--- src/rtl/verify_input_sequencer_pkg.sv ---
// Shared types and constants for the verify load/unload input sequencer.
// Covers the field tags, FSM state codes, per-security-level sizes and field ordering.
package verify_input_sequencer_pkg;

    typedef enum logic [2:0] {
        F_RHO  = 3'd0,
        F_C    = 3'd1,
        F_Z    = 3'd2,
        F_T1   = 3'd3,
        F_MLEN = 3'd4,
        F_MSG  = 3'd5,
        F_H    = 3'd6
    } field_t;

    localparam logic [1:0] VERIFY_MODE = 2'd2;

    localparam int SEED_WORDS_ALL = 4;
    localparam int Z_WORDS_L2     = 288;
    localparam int Z_WORDS_L3     = 400;
    localparam int Z_WORDS_L5     = 560;
    localparam int T1_WORDS_L2    = 160;
    localparam int T1_WORDS_L3    = 240;
    localparam int T1_WORDS_L5    = 320;
    localparam int H_WORDS_L2     = 11;
    localparam int H_WORDS_L3     = 8;
    localparam int H_WORDS_L5     = 11;

    typedef logic [3:0] seq_state_t;

    localparam seq_state_t S_IDLE     = 4'd0;
    localparam seq_state_t S_L_RHO    = 4'd1;
    localparam seq_state_t S_L_C      = 4'd2;
    localparam seq_state_t S_L_Z      = 4'd3;
    localparam seq_state_t S_L_T1     = 4'd4;
    localparam seq_state_t S_L_MLEN   = 4'd5;
    localparam seq_state_t S_L_MSG    = 4'd6;
    localparam seq_state_t S_L_H      = 4'd7;
    localparam seq_state_t S_WAIT_RES = 4'd8;
    localparam seq_state_t S_UNLOAD   = 4'd9;

    // Load state that follows s; S_WAIT_RES marks the end of the field list.
    function automatic seq_state_t next_load_state(input seq_state_t s, input logic high_perf);
        seq_state_t n;
        n = S_IDLE;
        if (high_perf) begin
            case (s)
                S_L_RHO:  n = S_L_C;
                S_L_C:    n = S_L_Z;
                S_L_Z:    n = S_L_T1;
                S_L_T1:   n = S_L_MLEN;
                S_L_MLEN: n = S_L_MSG;
                S_L_MSG:  n = S_L_H;
                S_L_H:    n = S_WAIT_RES;
                default:  n = S_IDLE;
            endcase
        end else begin
            case (s)
                S_L_RHO:  n = S_L_T1;
                S_L_T1:   n = S_L_C;
                S_L_C:    n = S_L_Z;
                S_L_Z:    n = S_L_H;
                S_L_H:    n = S_L_MLEN;
                S_L_MLEN: n = S_L_MSG;
                S_L_MSG:  n = S_WAIT_RES;
                default:  n = S_IDLE;
            endcase
        end
        return n;
    endfunction

    function automatic field_t state_field(input seq_state_t s);
        field_t f;
        case (s)
            S_L_C:    f = F_C;
            S_L_Z:    f = F_Z;
            S_L_T1:   f = F_T1;
            S_L_MLEN: f = F_MLEN;
            S_L_MSG:  f = F_MSG;
            S_L_H:    f = F_H;
            default:  f = F_RHO;
        endcase
        return f;
    endfunction

endpackage

--- src/rtl/verify_input_sequencer_fld_out_reg.sv ---
// One-entry valid/ready register carrying a tagged word to the verify core.
// Accepts a new word in the same cycle the held one drains, so a full stream has no bubbles.
module verify_input_sequencer_fld_out_reg #(
    parameter int W = 64
) (
    input  logic         clk,
    input  logic         rst,
    input  logic         in_valid_i,
    output logic         in_ready_o,
    input  logic [2:0]   in_id_i,
    input  logic [15:0]  in_idx_i,
    input  logic [W-1:0] in_data_i,
    input  logic         in_last_i,
    output logic         out_valid_o,
    input  logic         out_ready_i,
    output logic [2:0]   out_id_o,
    output logic [15:0]  out_idx_o,
    output logic [W-1:0] out_data_o,
    output logic         out_last_o
);

    logic         valid_q;
    logic [2:0]   id_q;
    logic [15:0]  idx_q;
    logic [W-1:0] data_q;
    logic         last_q;
    logic         load;

    assign in_ready_o = !valid_q || out_ready_i;
    assign load       = in_valid_i && in_ready_o;

    always_ff @(posedge clk) begin
        if (rst) begin
            valid_q <= 1'b0;
            id_q    <= '0;
            idx_q   <= '0;
            data_q  <= '0;
            last_q  <= 1'b0;
        end else if (load) begin
            valid_q <= 1'b1;
            id_q    <= in_id_i;
            idx_q   <= in_idx_i;
            data_q  <= in_data_i;
            last_q  <= in_last_i;
        end else if (out_ready_i) begin
            valid_q <= 1'b0;
        end
    end

    assign out_valid_o = valid_q;
    assign out_id_o    = id_q;
    assign out_idx_o   = idx_q;
    assign out_data_o  = data_q;
    assign out_last_o  = last_q;

endmodule

--- src/rtl/verify_input_sequencer.sv ---
// Receives the verify word stream, tags each word with field id and index for the core,
// and returns the single-word accept/reject result to the host.
module verify_input_sequencer
    import verify_input_sequencer_pkg::*;
#(
    parameter int W          = 64,
    parameter int HIGH_PERF  = 1,
    parameter int SEED_WORDS = SEED_WORDS_ALL,
    parameter int Z_WORDS    = Z_WORDS_L2,
    parameter int T1_WORDS   = T1_WORDS_L2,
    parameter int H_WORDS    = H_WORDS_L2
) (
    input  logic         clk,
    input  logic         rst,
    input  logic         start,
    input  logic [1:0]   mode,
    input  logic         valid_i,
    output logic         ready_i,
    input  logic [W-1:0] data_i,
    output logic         fld_valid_o,
    input  logic         fld_ready_i,
    output logic [2:0]   fld_id_o,
    output logic [15:0]  fld_idx_o,
    output logic [W-1:0] fld_data_o,
    output logic         fld_last_o,
    input  logic         res_valid_i,
    input  logic         res_i,
    output logic         valid_o,
    input  logic         ready_o,
    output logic [W-1:0] data_o,
    output logic         done
);

    localparam int   BYTES_PER_WORD = W / 8;
    localparam int   BPW_LOG2       = $clog2(BYTES_PER_WORD);
    localparam logic HP             = (HIGH_PERF != 0);

    seq_state_t  state_q, state_d;
    logic [28:0] cnt_q, cnt_d;
    logic [28:0] msg_words_q, msg_words_d;
    logic        drain_q, drain_d;
    logic        res_q, res_d;
    logic        valid_o_q, valid_o_d;
    logic        done_q, done_d;

    logic        is_load;
    logic        reg_in_ready;
    logic        reg_out_valid;
    logic        xfer;
    logic        word_last;
    logic        last_field;
    logic [28:0] field_len;
    logic [28:0] msg_words_calc;
    field_t      cur_field;

    // Once the final field is in the output register, stop taking words until it drains.
    assign is_load   = (state_q >= S_L_RHO) && (state_q <= S_L_H) && !drain_q;
    assign ready_i   = is_load && reg_in_ready;
    assign xfer      = valid_i && ready_i;
    assign cur_field = state_field(state_q);

    always_comb begin
        field_len = 29'd1;
        case (state_q)
            S_L_RHO, S_L_C: field_len = 29'(SEED_WORDS);
            S_L_Z:          field_len = 29'(Z_WORDS);
            S_L_T1:         field_len = 29'(T1_WORDS);
            S_L_H:          field_len = 29'(H_WORDS);
            S_L_MSG:        field_len = msg_words_q;
            default:        field_len = 29'd1;
        endcase
    end

    assign word_last  = (cnt_q == field_len - 29'd1);
    assign last_field = (next_load_state(state_q, HP) == S_WAIT_RES);

    // Message length in bytes rounded up to whole words; an empty message still sends one pad word.
    always_comb begin
        msg_words_calc = 29'(({1'b0, data_i[31:0]} + 33'(BYTES_PER_WORD - 1)) >> BPW_LOG2);
        if (msg_words_calc == 29'd0) begin
            msg_words_calc = 29'd1;
        end
    end

    always_comb begin
        state_d     = state_q;
        cnt_d       = cnt_q;
        msg_words_d = msg_words_q;
        drain_d     = drain_q;
        res_d       = res_q;
        valid_o_d   = valid_o_q;
        done_d      = 1'b0;
        case (state_q)
            S_IDLE: begin
                if (start && (mode == VERIFY_MODE)) begin
                    state_d = S_L_RHO;
                    cnt_d   = '0;
                    drain_d = 1'b0;
                end
            end
            S_WAIT_RES: begin
                if (res_valid_i) begin
                    res_d     = res_i;
                    valid_o_d = 1'b1;
                    state_d   = S_UNLOAD;
                end
            end
            S_UNLOAD: begin
                if (ready_o) begin
                    valid_o_d = 1'b0;
                    done_d    = 1'b1;
                    state_d   = S_IDLE;
                end
            end
            default: begin
                if (xfer) begin
                    if (state_q == S_L_MLEN) begin
                        msg_words_d = msg_words_calc;
                    end
                    if (word_last) begin
                        cnt_d = '0;
                        if (last_field) begin
                            drain_d = 1'b1;
                        end else begin
                            state_d = next_load_state(state_q, HP);
                        end
                    end else begin
                        cnt_d = cnt_q + 29'd1;
                    end
                end
                if (drain_q && (!reg_out_valid || fld_ready_i)) begin
                    drain_d = 1'b0;
                    state_d = S_WAIT_RES;
                end
            end
        endcase
    end

    always_ff @(posedge clk) begin
        if (rst) begin
            state_q     <= S_IDLE;
            cnt_q       <= '0;
            msg_words_q <= '0;
            drain_q     <= 1'b0;
            res_q       <= 1'b0;
            valid_o_q   <= 1'b0;
            done_q      <= 1'b0;
        end else begin
            state_q     <= state_d;
            cnt_q       <= cnt_d;
            msg_words_q <= msg_words_d;
            drain_q     <= drain_d;
            res_q       <= res_d;
            valid_o_q   <= valid_o_d;
            done_q      <= done_d;
        end
    end

    verify_input_sequencer_fld_out_reg #(
        .W(W)
    ) u_fld_out_reg (
        .clk        (clk),
        .rst        (rst),
        .in_valid_i (xfer),
        .in_ready_o (reg_in_ready),
        .in_id_i    (cur_field),
        .in_idx_i   (cnt_q[15:0]),
        .in_data_i  (data_i),
        .in_last_i  (word_last),
        .out_valid_o(reg_out_valid),
        .out_ready_i(fld_ready_i),
        .out_id_o   (fld_id_o),
        .out_idx_o  (fld_idx_o),
        .out_data_o (fld_data_o),
        .out_last_o (fld_last_o)
    );

    assign fld_valid_o = reg_out_valid;
    assign valid_o     = valid_o_q;
    assign data_o      = {{(W-1){1'b0}}, res_q};
    assign done        = done_q;

endmodule

--- config.mk ---
export PLATFORM = sky130hd
export DESIGN_NAME = verify_input_sequencer
export DESIGN_NICKNAME = d
export VERILOG_FILES = /design/src/rtl/verify_input_sequencer_pkg.sv /design/src/rtl/verify_input_sequencer_fld_out_reg.sv /design/src/rtl/verify_input_sequencer.sv
export SDC_FILE = /design/constraint.sdc
export NUM_CORES = 1
export LEC_CHECK = 0
export ABC_AREA = 1
export CAP_MARGIN = 10
export CORE_UTILIZATION = 45
export CTS_CLUSTER_DIAMETER = 80
export DETAILED_ROUTE_END_ITERATION = 8
export GPL_TIMING_DRIVEN = 0
export PLACE_DENSITY = 0.75
export SLEW_MARGIN = 15
export SYNTH_ARGS = -nofsm -noshare
export SYNTH_HDL_FRONTEND = slang
export SYNTH_SLANG_ARGS = --single-unit
export TNS_END_PERCENT = 1
--- constraint.sdc ---
create_clock -name clk -period 2.5 [get_ports clk]
set_input_delay 0.5 -clock clk [delete_from_list [all_inputs] [get_ports clk]]
set_output_delay 0.5 -clock clk [all_outputs]
set_load 0.03 [all_outputs]
* Yosys cells after proc, flatten, opt, wreduce, memory -nomap -nowiden
Index checks and enable logic that the tools add are counted.
Operators by class: reduce and logical (&&, ||, !) cells 30, bitwise gates (word level) 3, order comparisons 2, add/sub/neg operators 3, multiplexer cells 28, equal/unequal tests 16
Operator list (number):
- $pmux 29 s5 | 1
- $mux 29 | 4
- $pmux 29 s2 | 1
- $add 32x3->32 const B | 1
- $add 29x1->29 const B | 1
- $eq 29x29->1 | 1
- $logic_not 29->1 | 1
- $sub 29x1->29 const B | 1
- $mux 4 | 7
- $pmux 4 s7 | 1
- $pmux 3 s6 | 1
- $eq 4x3->1 const B | 4
- $eq 4x4->1 const B | 3
- $pmux 4 s3 | 1
- $mux 1 | 10
- $reduce_bool 5->1 | 2
- $reduce_and 3->1 | 3
- $reduce_bool 3->1 | 3
- $eq 4x2->1 const B | 2
- $logic_and 1x1->1 | 7
- $ne 2x2->1 const B | 3
- $reduce_and 6->1 | 1
- $reduce_bool 2->1 | 3
- $reduce_or 2->1 | 3
- other kinds (13) | 17
Storage, ports and cells: output and inout port bits 152, register bits 151, bits of input ports 74, word-level logic and storage cells 94

* Depth between registers and ports, before layout
depth after elaboration 9, depth in mapped cells 25, gate-level depth less buffers 23

* By module
Synthesis repeated with hierarchy kept, for this count alone.
Unflattened totals: cell total of the unflattened synthesis 1621, area, all modules 10242.3 um^2
Modules (own cells, without submodules):
- verify_input_sequencer | area an instance 6424.9 um^2, sequential area each 1321.3 um^2, times used 1, cells each 1065
- verify_input_sequencer_fld_out_reg | area an instance 3817.4 um^2, sequential area each 1701.6 um^2, times used 1, cells each 556

* Worst setup path after synthesis
Ideal clock, no wire load.
path type reg2reg, from register state_q[2], to register cnt_q[14], arrival 2647 ps, slack -262 ps, library setup time 115 ps, data required time 2385 ps, path buffers 2, period minus slack after synthesis 2762 ps, cell stages (with the launch flop) 23, cell sequence dfxtp_1 > inv_2 > nor2_2 > buf_6 > nand2_2 > nand2_2 > nand3_1 > inv_1 > ha_1 > nand3_1 > nor2_2 > nand2_2 > inv_2 > nand2_1 > nor2_2 > xnor2_1 > nand3_1 > nor2_1 > nand2_2 > nand2_2 > buf_6 > nor2_1 > o21a_1
Between the ends: cells in the longest elaborated chain, start to end 8, elaborated cells on any way between the ends 27, classes of those cells add/sub: 1; order compare: 2; eq/ne: 10; mux: 4; bitwise: 1; reduce/logical: 9
Ends and longest elaborated chain:
- start: declaration | line verify_input_sequencer.sv:38 | seq_state_t state_q, state_d;
- start signal: assignment | line verify_input_sequencer.sv:149 | state_q <= state_d;
- $eq 4x2->1 or $eq 4x1->1 (tied branches) | line verify_input_sequencer.sv:64 | case (state_q)
- $reduce_or 2->1 | line verify_input_sequencer.sv:64
- $pmux 29 s5 | line verify_input_sequencer.sv:64
- $sub 29x1->29 | line verify_input_sequencer.sv:74 | assign word_last = (cnt_q == field_len - 29'd1);
- $eq 29x29->1 | line verify_input_sequencer.sv:74
- $mux 29 | line verify_input_sequencer.sv:120 | if (word_last) begin
- $mux 29 | line verify_input_sequencer.sv:116 | if (xfer) begin
- $pmux 29 s2 | line verify_input_sequencer.sv:93 | case (state_q)
- end signal: assignment | line verify_input_sequencer.sv:150 | cnt_q <= cnt_d;
- end: declaration | line verify_input_sequencer.sv:39 | logic [28:0] cnt_q, cnt_d;
Several ways; a longest one is shown, not always the timed one. The select of a mux whose other input is x is not followed. A chain may end at the register's enable or synchronous reset.

* Worst setup path in the final report
from register state_q[3], to register cnt_q[11]
The elaborated chain is that of the path after synthesis.

==> summary.md <==
| Metric | Value |
|---|---|
| DRC | `0` |
| Layout Nets | `1730` |
| GRT Residual Overflow | `0` |
| Peak supply drop | `0.700 mV` |
| Initial Utilization | `46.2%` |
| Synth Instances | `1393` |
| CP required | `2.83 ns` |
| Cells along the critical path | `nor2_4 -> buf_6 -> nand2_2 -> nand2_2 -> nand3_2 -> inv_2 -> ha_4 -> nand4_1 -> nor2_1 -> nand2_1 -> nor2_1 -> nand2_1 -> nand2_2 -> nand2_1 -> nor2_1 -> nand3_1 -> nor2_2 -> nand2_4 -> nand2_8 -> clkbuf_16 -> nor2_1 -> o21a_1` |
| Die height | `144 µm` |
| Post-synth top flop | `dfxtp_1` |
| Most frequent cells in the layout | `365 x nand2_1, 160 x clkdlybuf4s50_1, 156 x nor2_1` |
| Ant diodes | `0` |
| Setup TNS | `-15.86 ns` |
| First-pass GRT wire length | `45.2 mm` |
| Power density cells | `1230 nW/µm²` |
| Crit path buf inv count | `3` |
| Failing checks | `setup timing` |
| Final setup fails | `36` |
| Status | `complete, but fails checks` |
| Dpl hpwl | `22.1 mm` |
| Setup WS post-layout | `-0.498 ns` |
| Die area | `20600 µm²` |
| LEAKAGE | `5.24 nW` |
| Crit path largest cell delay | `0.38 ns` |
| Cell at the slowest stage of the critical path | `dfxtp_4` |
| Crit. End Element | `register` |
| DR vias/cell | `5.06` |
| CTS Buffer Depth | `2` |
| Pin count of the biggest net entering global routing | `17` |
| CTS root buf | `clkbuf_16` |
| Synthesized cell area | `9020 µm²` |
| Final slew viol count | `0` |
| CTS Buf Count | `17` |
| Crit path time final | `3.00 ns` |
| EDFF count, synth | `0` |
| CP max FO | `6` |
| Clock Latency Late Sink | `0.44 ns` |
| Asr flop ratio synth | `0%` |
| Setup Skew | `0.00868 ns` |
| Share of cells above drive strength 1 | `12.6%` |
| Peak Freq | `334 MHz` |
| Post-Layout Inst Area | `12200 µm²` |
| Final hold slack | `0.465 ns` |
| Layout Utilization | `62.7%` |
| Row Count | `51` |
| Dpl ws | `-1.00 ns` |
| H-tree depth | `4` |
| Max Cap Violations | `0` |
| Worst setup SP type | `register` |
| Post-Layout Cell Count | `1932` |
| Most common cell after layout, fill and taps aside | `nand2_1` |
| Register area share after synthesis | `33.5%` |
| Critical path's top delay family | `simple AND/OR/NAND/NOR gates` |
| IO Count | `226` |
| Area delta synth->final | `35.8%` |
| IO Port Bufs | `161` |
| Yosys warns | `0` |
| Clock transition at path regs | `0.07 ns` |
| Tcrit/Tclk final | `120%` |
| Final total power | `15.0 mW` |
| Dpl cells | `1881` |
| Routed Antenna Nets | `0` |
| Wirelength per Cell | `15.0 µm` |
| Final hold vios | `0` |
| Post-Syn Area per Cell | `6.48 µm²` |
| Total Wirelength | `28.9 mm` |
| Via count | `9783` |
| FF+latch count, synth | `151` |
| Most frequent CP cell | `nor2_1` |
| Clock Sinks | `151` |
| Initial DRC count | `681` |
| Worst endpoint data arrival time | `3.33 ns` |
| Vias in the first global route | `8984` |
| Fillcell total | `1807` |
| Cell variety after synth | `40` |
| Hold WC Path Type | `register to register` |
| Die Width | `144 µm` |
| First-pass DRT Iterations | `7` |
| RSZ-0062 raised after global routing | `yes` |
| Routability cong. | `0.954` |
| Rel. slew slack | `56.3%` |
| Worst setup path class | `register to register` |
| Placed cell areas | `11200 µm²` |
| CTS tree | `yes` |
| Core Area | `19500 µm²` |
| Worst slew pin tran | `0.655 ns` |
| Global-route usage over all layers | `28.4%` |
| Initial antenna violation count | `0` |
==> flip-flops by register name, summed over array words and instances (netlist names) <==
signal / cells
u_fld_out_reg.out_valid_o: 1
msg_words_q: 29
u_fld_out_reg.out_last_o: 1
drain_q: 1
done: 1
u_fld_out_reg.out_idx_o: 16
cnt_q: 29
res_q: 1
valid_o: 1
u_fld_out_reg.out_data_o: 64
u_fld_out_reg.out_id_o: 3
state_q: 4
==> cell families (layout without fill, tap and decap cells) <==
logic type               Yosys count  after routing  synth area share, %
AO/OA/AOI/OAI                    228            228                 13.6
XOR/XNOR                          64             64                 6.21
adder cells (fa/ha/maj)            2              2                0.277
buffers and inverters            248            460                 13.5
flip-flops                       151            151                 33.5
other                              1             63               0.0416
AND/OR/NAND/NOR                  699            699                 32.8
==> report_power, final <==
part	internal (mW)	total, mW	switching [mW]	leakage [nW]
clock	1.52	2.71	1.19	0.292
sequential	2.91	3.22	0.307	1.23
combinational	3.24	9.10	5.86	3.72
==> path summary, 6_finish.rpt <==
path / endpoint / from / slack, ns / cells after the start
setup / recovery: cnt_q[11] / state_q[3] / -0.50 / 22
hold / removal: u_fld_out_reg.out_data_o[16] / u_fld_out_reg.out_data_o[16] / 0.46 / 2
setup reg to reg: cnt_q[11] / state_q[3] / -0.50 / 22
hold reg to reg: u_fld_out_reg.out_data_o[16] / u_fld_out_reg.out_data_o[16] / 0.46 / 2
==> metal layers <==
layer	up-vias	GRT usage, %	routed length [µm]
met5	-	0	0
met2	422	49.3	13900
met4	0	11.9	1080
met1	4414	33.6	11800
li1	4871	-	-
met3	76	6.26	2140
==> worst reg2reg max path, delay by kind of cell, from the launching register on <==
family / cells / cell delay (ns)
flip-flops: 1 / 0.38
adder cells (fa/ha/maj): 1 / 0.14
buffers and inverters: 3 / 0.39
AND/OR/NAND/NOR: 17 / 1.83
AO/OA/AOI/OAI: 1 / 0.16
==> timing repair <==
item | in CTS | in global routing
gates resized for setup | 55 | 18
setup endpoints to repair | 149 | 107
gates cloned | 1 | 1
setup buffers | 16 | 1
hold buffers | 0 | 0
pin swaps | 15 | 10
hold endpoints to repair | 0 | 0
==> final cells by class <==
| type | instances | area (µm²) | area share, % |
|---|---|---|---|
| clock inverters | 14 | 175 | 1.43 |
| plain buffers | 118 | 767 | 6.26 |
| multi-input cells | 1056 | 5230 | 42.7 |
| repair buffers | 180 | 1790 | 14.6 |
| flip-flops and latches | 151 | 3030 | 24.7 |
| clock buffers | 18 | 429 | 3.50 |
| well taps | 265 | 332 | 2.71 |
| inverters | 130 | 495 | 4.04 |
==> synth_stat cells (5+ instances only) <==
library cell	instances	area share, %
inv_2	7	0.29
dfxtp_1	151	34
xor2_1	58	5.6
inv_1	122	5.1
buf_1	5	0.21
a21oi_1	130	7.2
nor2_2	7	0.49
nand4_1	26	1.8
nor4_1	8	0.55
nor2_1	168	7.0
clkbuf_1	39	1.6
nor3_1	26	1.4
nand2_2	12	0.83
o21a_1	20	1.7
xnor2_1	6	0.58
buf_6	5	0.62
nand2_1	372	15
nand3_1	65	3.6
o21ai_0	58	3.2
buf_4	66	5.5
Note: power is estimated with default switching activity, not from simulation.
